<file path="src/rtl/snake_pkg.sv">
// Shared encodings for the snake game sequencer: FSM states, move directions
// and the BCD digit width used by the score display path.
package snake_pkg;

    localparam int BCD_W = 4;

    typedef enum logic [1:0] {
        S_IDLE  = 2'd0,
        S_PLAY  = 2'd1,
        S_PAUSE = 2'd2,
        S_OVER  = 2'd3
    } state_t;

    typedef enum logic [1:0] {
        DIR_UP    = 2'd0,
        DIR_DOWN  = 2'd1,
        DIR_LEFT  = 2'd2,
        DIR_RIGHT = 2'd3
    } dir_t;

    function automatic dir_t dir_opposite(input dir_t d);
        dir_t o;
        case (d)
            DIR_UP:   o = DIR_DOWN;
            DIR_DOWN: o = DIR_UP;
            DIR_LEFT: o = DIR_RIGHT;
            default:  o = DIR_LEFT;
        endcase
        return o;
    endfunction

endpackage

</file>
<file path="src/rtl/snake_game_ctrl_if.sv">
// Button/event inputs and display/step outputs of the game sequencer.
// There is no backpressure: step, frame_tick, hit and prey_hit are one-cycle
// strobes that are valid in the cycle they are high and are never stalled.
interface snake_game_ctrl_if;
    import snake_pkg::*;

    logic              start;
    logic              h;
    logic              u;
    logic              d;
    logic              l;
    logic              r;
    logic              frame_tick;
    logic              hit;
    logic              prey_hit;
    logic [1:0]        state;
    logic [1:0]        dir;
    logic              step;
    logic [BCD_W-1:0]  score_tens;
    logic [BCD_W-1:0]  score_ones;
    logic [3:0]        period;
    logic              game_over;

    modport master (
        output start, h, u, d, l, r, frame_tick, hit, prey_hit,
        input  state, dir, step, score_tens, score_ones, period, game_over
    );

    modport slave (
        input  start, h, u, d, l, r, frame_tick, hit, prey_hit,
        output state, dir, step, score_tens, score_ones, period, game_over
    );

endinterface

</file>
<file path="src/rtl/snake_score_bcd.sv">
// Two-digit BCD score counter that saturates at 99; clr restarts it at 00.
module snake_score_bcd
    import snake_pkg::*;
(
    input  logic             clk,
    input  logic             reset,
    input  logic             clr,
    input  logic             inc,
    output logic [BCD_W-1:0] tens,
    output logic [BCD_W-1:0] ones
);

    logic at_max;
    assign at_max = (tens == BCD_W'(9)) && (ones == BCD_W'(9));

    always_ff @(posedge clk) begin
        if (reset || clr) begin
            tens <= '0;
            ones <= '0;
        end else if (inc && !at_max) begin
            if (ones == BCD_W'(9)) begin
                ones <= '0;
                tens <= tens + BCD_W'(1);
            end else begin
                ones <= ones + BCD_W'(1);
            end
        end
    end

endmodule

</file>
<file path="src/rtl/snake_game_ctrl.sv">
// Game sequencer: start/pause/over FSM, frame-rate step gating, direction
// latch, speed level and score sequencing for the VGA snake.
module snake_game_ctrl
    import snake_pkg::*;
#(
    parameter int PERIOD_INIT   = 8,
    parameter int PERIOD_MIN    = 2,
    parameter int SPEEDUP_EVERY = 5
) (
    input  logic             clk,
    input  logic             reset,
    snake_game_ctrl_if.slave bus
);

    localparam logic [3:0] P_INIT    = 4'(PERIOD_INIT);
    localparam logic [3:0] P_MIN     = 4'(PERIOD_MIN);
    localparam logic [3:0] PREY_LAST = 4'(SPEEDUP_EVERY - 1);

    state_t     state_r;
    dir_t       dir_r;
    dir_t       pend_r;
    dir_t       pend_nxt;
    dir_t       req;
    logic       req_v;
    logic [3:0] fcnt;
    logic [3:0] prey_cnt;
    logic [3:0] period_r;
    logic       step_r;
    logic       over_r;
    logic       start_q;
    logic       h_q;
    logic       start_arm;
    logic       h_arm;
    logic       start_e;
    logic       h_e;
    logic       tick_done;
    logic       score_clr;
    logic       score_inc;

    // The arm flags keep a button held across reset release from producing an edge.
    assign start_e = bus.start & ~start_q & start_arm;
    assign h_e     = bus.h & ~h_q & h_arm;

    always_comb begin
        req   = DIR_RIGHT;
        req_v = 1'b0;
        if (bus.u) begin
            req   = DIR_UP;
            req_v = 1'b1;
        end else if (bus.d) begin
            req   = DIR_DOWN;
            req_v = 1'b1;
        end else if (bus.l) begin
            req   = DIR_LEFT;
            req_v = 1'b1;
        end else if (bus.r) begin
            req   = DIR_RIGHT;
            req_v = 1'b1;
        end
    end

    assign pend_nxt  = (req_v && (req != dir_opposite(dir_r))) ? req : pend_r;
    // >= rather than == so a speed-up that lands below the held count still steps.
    assign tick_done = bus.frame_tick && (fcnt >= (period_r - 4'd1));
    assign score_clr = (state_r == S_IDLE) && start_e;
    assign score_inc = (state_r == S_PLAY) && bus.prey_hit && !bus.hit;

    always_ff @(posedge clk) begin
        if (reset) begin
            state_r   <= S_IDLE;
            dir_r     <= DIR_RIGHT;
            pend_r    <= DIR_RIGHT;
            fcnt      <= '0;
            prey_cnt  <= '0;
            period_r  <= P_INIT;
            step_r    <= 1'b0;
            over_r    <= 1'b0;
            start_q   <= 1'b0;
            h_q       <= 1'b0;
            start_arm <= 1'b0;
            h_arm     <= 1'b0;
        end else begin
            start_q   <= bus.start;
            h_q       <= bus.h;
            start_arm <= start_arm | ~bus.start;
            h_arm     <= h_arm | ~bus.h;
            step_r    <= 1'b0;
            case (state_r)
                S_IDLE: begin
                    if (start_e) begin
                        state_r  <= S_PLAY;
                        dir_r    <= DIR_RIGHT;
                        pend_r   <= DIR_RIGHT;
                        fcnt     <= '0;
                        prey_cnt <= '0;
                        period_r <= P_INIT;
                    end
                end
                S_PLAY: begin
                    if (bus.hit) begin
                        state_r <= S_OVER;
                        over_r  <= 1'b1;
                    end else begin
                        pend_r <= pend_nxt;
                        if (tick_done) begin
                            step_r <= 1'b1;
                            fcnt   <= '0;
                            dir_r  <= pend_nxt;
                        end else if (bus.frame_tick) begin
                            fcnt <= fcnt + 4'd1;
                        end
                        if (bus.prey_hit) begin
                            if (prey_cnt == PREY_LAST) begin
                                prey_cnt <= '0;
                                if (period_r > P_MIN) period_r <= period_r - 4'd1;
                            end else begin
                                prey_cnt <= prey_cnt + 4'd1;
                            end
                        end
                        if (h_e) state_r <= S_PAUSE;
                    end
                end
                S_PAUSE: begin
                    if (h_e) state_r <= S_PLAY;
                end
                default: begin
                    if (start_e) begin
                        state_r <= S_IDLE;
                        over_r  <= 1'b0;
                    end
                end
            endcase
        end
    end

    snake_score_bcd u_score (
        .clk   (clk),
        .reset (reset),
        .clr   (score_clr),
        .inc   (score_inc),
        .tens  (bus.score_tens),
        .ones  (bus.score_ones)
    );

    assign bus.state     = state_r;
    assign bus.dir       = dir_r;
    assign bus.step      = step_r;
    assign bus.period    = period_r;
    assign bus.game_over = over_r;

endmodule
</file>
<file path="src/flat_wrapper.sv">
// flat-port wrapper written by rule: the top's interface ports become plain ports
module snake_game_ctrl_flat import snake_pkg::*;
#(
    parameter int PERIOD_INIT   = 8,
    parameter int PERIOD_MIN    = 2,
    parameter int SPEEDUP_EVERY = 5
)
  (clk, reset, bus_start, bus_h, bus_u, bus_d, bus_l, bus_r, bus_frame_tick, bus_hit, bus_prey_hit, bus_state, bus_dir, bus_step, bus_score_tens, bus_score_ones, bus_period, bus_game_over);
  snake_game_ctrl_if bus_i ();
  input  logic clk;
  input  logic reset;
  input wire logic [$bits(bus_i.start)-1:0] bus_start;
  input wire logic [$bits(bus_i.h)-1:0] bus_h;
  input wire logic [$bits(bus_i.u)-1:0] bus_u;
  input wire logic [$bits(bus_i.d)-1:0] bus_d;
  input wire logic [$bits(bus_i.l)-1:0] bus_l;
  input wire logic [$bits(bus_i.r)-1:0] bus_r;
  input wire logic [$bits(bus_i.frame_tick)-1:0] bus_frame_tick;
  input wire logic [$bits(bus_i.hit)-1:0] bus_hit;
  input wire logic [$bits(bus_i.prey_hit)-1:0] bus_prey_hit;
  output wire logic [$bits(bus_i.state)-1:0] bus_state;
  output wire logic [$bits(bus_i.dir)-1:0] bus_dir;
  output wire logic [$bits(bus_i.step)-1:0] bus_step;
  output wire logic [$bits(bus_i.score_tens)-1:0] bus_score_tens;
  output wire logic [$bits(bus_i.score_ones)-1:0] bus_score_ones;
  output wire logic [$bits(bus_i.period)-1:0] bus_period;
  output wire logic [$bits(bus_i.game_over)-1:0] bus_game_over;
  assign bus_i.start = bus_start;
  assign bus_i.h = bus_h;
  assign bus_i.u = bus_u;
  assign bus_i.d = bus_d;
  assign bus_i.l = bus_l;
  assign bus_i.r = bus_r;
  assign bus_i.frame_tick = bus_frame_tick;
  assign bus_i.hit = bus_hit;
  assign bus_i.prey_hit = bus_prey_hit;
  assign bus_state = bus_i.state;
  assign bus_dir = bus_i.dir;
  assign bus_step = bus_i.step;
  assign bus_score_tens = bus_i.score_tens;
  assign bus_score_ones = bus_i.score_ones;
  assign bus_period = bus_i.period;
  assign bus_game_over = bus_i.game_over;
  snake_game_ctrl #(.PERIOD_INIT(PERIOD_INIT), .PERIOD_MIN(PERIOD_MIN), .SPEEDUP_EVERY(SPEEDUP_EVERY)) u_core (.clk(clk), .reset(reset), .bus(bus_i));
endmodule
</file>
<file path="config.mk">
export PLATFORM = sky130hd
export DESIGN_NAME = snake_game_ctrl_flat
export DESIGN_NICKNAME = d
export VERILOG_FILES = /design/src/rtl/snake_pkg.sv /design/src/rtl/snake_game_ctrl_if.sv /design/src/rtl/snake_score_bcd.sv /design/src/rtl/snake_game_ctrl.sv /design/src/flat_wrapper.sv
export SDC_FILE = /design/constraint.sdc
export NUM_CORES = 1
export LEC_CHECK = 0
export CORE_MARGIN = 2
export CORE_UTILIZATION = 49
export CTS_CLUSTER_SIZE = 30
export DETAILED_ROUTE_END_ITERATION = 8
export MAX_ROUTING_LAYER = met4
export PLACE_DENSITY_LB_ADDON = 0.12
export SLEW_MARGIN = 30
export SYNTH_ARGS = -nofsm -noshare
export SYNTH_HDL_FRONTEND = slang
export SYNTH_SLANG_ARGS = --single-unit
export TNS_END_PERCENT = 10
</file>
<file path="constraint.sdc">
create_clock -name clk -period 2 [get_ports clk]
set_input_delay 0.4 -clock clk [delete_from_list [all_inputs] [get_ports clk]]
set_output_delay 0.4 -clock clk [all_outputs]
set_load 0.02 [all_outputs]
</file>
==> results.ini, run 1 <==
[floorplanning]
ios=29
std_cell_rows=22
die-width_um=66.55
die_height_um=66.55
start_util_pct=51.58
die-area_um2=4428
core-area_um2=3716

[clock_network]
clock-root-buffer=clkbuf_8
cts_tree=yes
cts_setup_buffers=0
clkLatencyLatePin_ps=290
tritoncts.num_buffers=5
clk_pin_slew_ps=70
htree_levels=2
cts_num_sinks=32
clock_path_buffers=2
cts_hold_buf=0

[critical_path]
crit_type=flip-flop to flip-flop
worst-path-stages=8
r2r-end=u_core.bus.dir[0]
critPathSlowestCell=dfxtp_4
reg2reg_depth=8
endpoint_kind=flip-flop
crit_family=compound AO/OA/AOI/OAI gates
worstSetupStartpoint=u_core.bus.period[0]
crit_fanout=4
endpoint=u_core.bus.dir[0]
crit_path_frequent_cell=o211ai_1
cp.arrival_ps=2080
r2r_slack_ps=80
worstSetupStartpointType=flip-flop
timing.rr.start=u_core.bus.period[0]
required_ps=2170
worst-path-buf-inv=1
crit_path_max_incr_delay_ps=380
crit_path_cell_trace=inv_2 > ha_4 > xnor2_1 > ha_1 > o211ai_1 > o211ai_1 > and4_1 > a31oi_1

[timing]
hold_viol=0
setup_viol=0
tightestPinTransition_ps=356.5
drv_slew=0
slew_headroom_pct=75.62
period_minus_slack_ps=1917
holdWs_ps=455.8
rsz0062_at_grt=true
skew_ps=4.039
max_freq_ghz=0.5216
min_period_over_period_pct=95.87

[power]
p_switching_w=0.0003657
internal_power_w=0.001114
p_clk_share_pct=41.6
pwr-share-seq_pct=44.3
ir_drop_mv=0.4389
pwr-share-comb_pct=14.0
sw_frac_of_total_pct=24.71
finalPower_w=0.001480
leakagePower_nw=0.9866
p_per_area_nw_per_um2=591.7

[placed_design]
dp_hpwl_mm=3.130
io_buffers=28
dpl.cell_count=307
gp_congestion=0.8474

[drt]
wl_per_cell_um=13.58
drc=0
routed_wl_mm=4.277
via_count=1721
avgViaCountPerCell=5.463
drtPass1Iterations=5
ant_nets=0
first_iter_violations=40

[logic_synthesis]
synth-xor-area-share_pct=4.569
seq_area_frac_synth_pct=33.42
synth_ff_type=dfxtp_1
ys_ff_latch=32
syn_area_per_cell_um2=8.713
synth_edf_count=0
synth_nets=246
synth-simple-area-share_pct=24.22
postSynthCellCount=220
synth_area_um2=1917
postSynth.asyncResetShare_pct=0
ys_warn_count=0
synthAdderAreaFrac_pct=9.791
synth_top_family_by_area=simple AND/OR/NAND/NOR gates
synth-compound-area-share_pct=21.21
synthDistinctLibCells=50
synth_mux_area_share_pct=0.5222

[grt]
grtUsageMet2_pct=34.63
gr-usage-all-layers_pct=21.77
grt_max_degree=15
grt_pass1_wl_mm=7.182
met3_usage_pct=5.236
grt_pass1_vias=1650
grt.overflow.total=0
antenna_found_initial=0
use_met1_pct=27.00
busiest_layer=met2

[layout]
areaGrowthSynthToFinish_pct=30.48
fill_cells=334
instances_no_fill=315
final_common_cell=dfxtp_1
drive_gt1_share_pct=16.85
final_nets=292
final_cell_mix=dfxtp_1 (29), clkdlybuf4s50_1 (28), buf_4 (19)
diodes=0

[flow_run]
cap_viol_max_count=0

[worst_hold_path]
min_path_cells=2
hold_path.class=flip-flop to flip-flop
worstHoldStart=u_core.h_arm

[status]
status=complete, no violations

-- stage by stage --
stage               utilization, %  worst slack (ps)  instance area [um^2]  TNS [ps]
CTS                          65.89             43.63                  2449         0
global route                 67.31            -45.07                  2501    -73.19
finish                       67.31             82.68                  2501         0
floorplan                        -             52.32                  1918         0
detailed placement           63.00            -152.6                  2341    -622.5
global placement             63.00            -90.87                  2341    -431.9
-- cells in the mapped netlist, types with 3 or more instances --
library cell	instances	share of area [%]
xor2_1	4	1.8
nand2_1	10	2.0
o22ai_1	3	0.98
nand3_1	7	1.8
and3_1	3	0.98
o21ai_0	10	2.6
o31ai_1	3	1.2
nand3b_1	4	1.6
xnor2_1	6	2.7
dfxtp_1	32	33
nor3_1	8	2.1
o21a_1	4	1.6
a31oi_1	5	1.6
buf_6	4	2.3
a21oi_1	18	4.7
ha_1	15	9.8
nor2_1	12	2.3
nand4_1	5	1.6
clkbuf_1	4	0.78
o211a_1	3	1.6
o211ai_1	3	1.2
and4_1	3	1.4
or4_1	3	1.2
inv_1	16	3.1
nor2b_1	4	1.3
-- per-layer routing --
layer  routed length, um  up-vias
met5                   0        -
li1                    -      902
met3                 158        5
met4                  39        0
met2                2014       31
met1                2065      783
-- what timing repair did --
| action | 4_1_cts | 5_1_grt |
|---|---|---|
| resized for setup | 0 | 14 |
| endpoints found under the setup margin | 0 | 11 |
| hold endpoints to repair | 0 | 0 |
-- cell type report --
class / instances / area, um^2 / share of cell area (%)
well taps: 48 / 60.06 / 2.401
clock buffers: 6 / 72.57 / 2.901
multi-input cells: 164 / 1197 / 47.87
clock inverters: 2 / 35.03 / 1.401
repair buffers: 47 / 422.9 / 16.91
inverters: 16 / 63.81 / 2.551
flip-flops and latches: 32 / 649.4 / 25.96
-- logic make-up (layout without fill, tap and decap cells) --
family / count (synthesis) / in the layout
compound gates: 61 / 61
xor+xnor: 10 / 10
fa+ha+maj: 15 / 15
buf+inv: 24 / 71
flops: 32 / 32
mux: 1 / 1
simple gates: 77 / 77
-- worst min-delay path by stage --
stage / to / slack [ps]
6_report: u_core.h_arm / 460
5_1_grt: u_core.h_arm / 500
4_1_cts: u_core.h_arm / 460
3_5_place_dp: u_core.h_arm / 450
3_3_place_gp: u_core.h_arm / 440
2_1_floorplan: u_core.h_arm / 430
-- worst register-to-register path, stage by stage (launching register included) --
cell and delay, ps:
dfxtp_4 380, inv_2 60, ha_4 170, xnor2_1 140, ha_1 280, o211ai_1 130
o211ai_1 310, and4_1 260, a31oi_1 80
-- state kept, by name, indices dropped and copies added, names as in the netlist --
name                  flops
u_core.bus.dir            2
u_core.h_arm              1
u_core.bus.period         4
u_core.start_q            1
u_core.prey_cnt           4
u_core.u_score.ones       4
u_core.h_q                1
u_core.start_arm          1
u_core.bus.game_over      1
u_core.u_score.tens       4
u_core.bus.step           1
u_core.bus.state          2
u_core.pend_r             2
u_core.fcnt               4
-- power groups by stage --
stage	logic [W]	registers [W]	clock network [W]
2_1_floorplan	0.000118	0.000676	0
3_3_place_gp	0.000197	0.000671	0
3_5_place_dp	0.000199	0.000671	0
4_1_cts	0.000201	0.000657	0.000634
5_1_grt	0.000228	0.000657	0.000660
6_report	0.000208	0.000656	0.000616
No activity file was read; power rests on OpenSTA's default activity.
==> run 2, diff against run 1 <==
Settings changed: CORE_ASPECT_RATIO from default to 0.5, PLACE_DENSITY from default to 0.77, PLACE_DENSITY_LB_ADDON 0.12 to default.
==> results.ini, run 2 (synthesis results as in run 1) <==
[timing]
min_period_over_period_pct=99.45  ; was 95.87%
tightestPinTransition_ps=417.7  ; was 356.5 ps
holdWs_ps=462.3  ; was 455.8 ps
hold_viol=0  ; unchanged
setup_viol=0  ; unchanged
max_freq_ghz=0.5028  ; was 0.5216 GHz
rsz0062_at_grt=true  ; unchanged
skew_ps=3.184  ; was 4.039 ps
drv_slew=0  ; unchanged
setup_slack_ps=10.98  ; was 82.68 ps
slew_headroom_pct=71.43  ; was 75.62%
period_minus_slack_ps=1989  ; was 1917 ps

[drt]
wl_per_cell_um=14.41  ; was 13.58 um
drtPass1Iterations=4  ; was 5
highest_layer=met4  ; unchanged
via_count=1829  ; was 1,721
drc=0  ; unchanged
wl_met3_um=219  ; was 158 um
ant_nets=0  ; unchanged
dr_wl_met2_mm=2.228  ; was 2.014 mm
avgViaCountPerCell=5.716  ; was 5.463
routed_wl_mm=4.610  ; was 4.277 mm
first_iter_violations=46  ; was 40
m1WireLength_mm=2.114  ; was 2.065 mm

[layout]
fill_cells=293  ; was 334
utilization_pct=70.23  ; was 67.31%
drive_gt1_share_pct=17.84  ; was 16.85%
multi_input_area_um2=1201  ; was 1197 um^2
areaGrowthSynthToFinish_pct=31.33  ; was 30.48%
final_nets=295  ; was 292
final_cell_mix=clkdlybuf4s50_1 (28), dfxtp_1 (28), buf_4 (22)  ; was dfxtp_1 (29), clkdlybuf4s50_1 (28), buf_4 (19)
diodes=0  ; unchanged
fin_area_um2=2517  ; was 2501 um^2
final-seq-area_um2=650.6  ; was 649.4 um^2

[critical_path]
crit_type=flip-flop to flip-flop  ; unchanged
endpoint_kind=flip-flop  ; unchanged
timing.rr.start=u_core.bus.period[1]  ; was u_core.bus.period[0]
cp.arrival_ps=2140  ; was 2080 ps
crit_fanout=4  ; unchanged
critPathSlowestCell=o211ai_1  ; was dfxtp_4
worstSetupStartpoint=u_core.bus.period[1]  ; was u_core.bus.period[0]
crit_path_cell_trace=nor3_4 > xnor2_2 > ha_1 > o211ai_1 > o211ai_1 > and4_1 > a31oi_1  ; was inv_2 > ha_4 > xnor2_1 > ha_1 > o211ai_1 > o211ai_1 > and4_1 > a31oi_1
crit_path_max_incr_delay_ps=390  ; was 380 ps
required_ps=2150  ; was 2170 ps
crit_path_frequent_cell=o211ai_1  ; unchanged
worstSetupStartpointType=flip-flop  ; unchanged

[placed_design]
io_buffers=28  ; unchanged
dp_hpwl_mm=3.303  ; was 3.130 mm
placed_cell_area_um2=2337  ; was 2341 um^2
gp_congestion=0.8706  ; was 0.8474
dp_slack_ps=-56.89  ; was -152.6 ps

[status]
status=complete, no violations  ; unchanged

[floorplanning]
core-area_um2=3585  ; was 3716 um^2
die-width_um=92.45  ; was 66.55 um
start_util_pct=53.47  ; was 51.58%
die_height_um=48.23  ; was 66.55 um
ios=29  ; unchanged
die-area_um2=4458  ; was 4428 um^2
std_cell_rows=15  ; was 22

[power]
ir_drop_mv=0.2667  ; was 0.4389 mV
p_per_area_nw_per_um2=561.7  ; was 591.7 nW/um^2
finalPower_w=0.001414  ; was 0.001480 W
leakagePower_nw=0.9989  ; was 0.9866 nW

[grt]
grt_pass1_wl_mm=7.300  ; was 7.182 mm
antenna_found_initial=0  ; unchanged
grt.overflow.total=0  ; unchanged
grt_max_degree=12  ; was 15
grt_pass1_vias=1641  ; was 1,650
gr-usage-all-layers_pct=22.18  ; was 21.77%

[clock_network]
cts_tree=yes  ; unchanged
clock-root-buffer=clkbuf_8  ; unchanged
clk_pin_slew_ps=70  ; about the same
clock_path_buffers=2  ; unchanged
cts_hold_buf=0  ; unchanged
htree_levels=2  ; unchanged
cts_num_sinks=32  ; unchanged
clkLatencyLatePin_ps=280  ; was 290 ps
tritoncts.num_buffers=5  ; unchanged

[worst_hold_path]
hold_path.class=flip-flop to flip-flop  ; unchanged
worstHoldStart=u_core.h_arm  ; unchanged

[flow_run]
cap_viol_max_count=0  ; unchanged

==> run 2: path summary, 6_finish.rpt <==
kind	end	slack, ps	depth (start not counted)
worst max-delay path	u_core.bus.dir[1]	10	7
worst min-delay path	u_core.h_arm	460	2
worst max register to register	u_core.bus.dir[1]	10	7
worst min register to register	u_core.h_arm	460	2
==> run 2: what timing repair did <==
| item | CTS | global route |
|---|---|---|
| setup endpoints to repair | 3 | 11 |
| setup buffers | 3 | 1 |
| pin swaps | 4 | 10 |
| resized for setup | 6 | 9 |
==> run 2: area by class of cell <==
class	count	area share (%)
multi-input cells	164	47.71
flip-flops and latches	32	25.84
clock buffers	7	3.827
repair buffers	50	17.69
well taps	51	2.535
inverters	16	2.386
==> run 2: power by group <==
group / internal [W] / switching (W) / total [W]
sequential: 0.000646 / 0.0000102 / 0.000656
clock: 0.000306 / 0.000237 / 0.000543
combinational: 0.0000997 / 0.000114 / 0.000214
total: 0.00105 / 0.000362 / 0.00141
==> run 2: layer usage <==
| metal | up-vias | global-route usage (%) |
|---|---|---|
| met5 | - | - |
| met4 | 0 | 5.373 |
| met1 | 869 | 26.01 |
| met3 | 6 | 5.100 |
| met2 | 49 | 40.58 |
| li1 | 905 | - |
==> run 2: critical path: cells and delay by family, from the launching register on <==
| family | cells | cell delay (ps) |
|---|---|---|
| AO/OA/AOI/OAI | 3 | 600 |
| AND/OR/NAND/NOR | 2 | 500 |
| flip-flops | 1 | 360 |
| adder cells (fa/ha/maj) | 1 | 300 |
| XOR/XNOR | 1 | 100 |
==> run 2: per-stage QoR <==
step	TNS, ps	std cells
floorplan	0	220
global placement	-15.30	309
detailed placement	-164.7	309
global route	-205.9	320
CTS	0	319
finish	0	320
==> run 3, diff against run 2 <==
Settings changed: CTS_BUF_LIST from default to sky130_fd_sc_hd__clkbuf_4 sky130_fd_sc_hd__clkbuf_8, CTS_CLUSTER_DIAMETER from default to 100.
==> results of run 3 <==
Same layout as run 2: the final DEF is identical, and so are final timing and power.
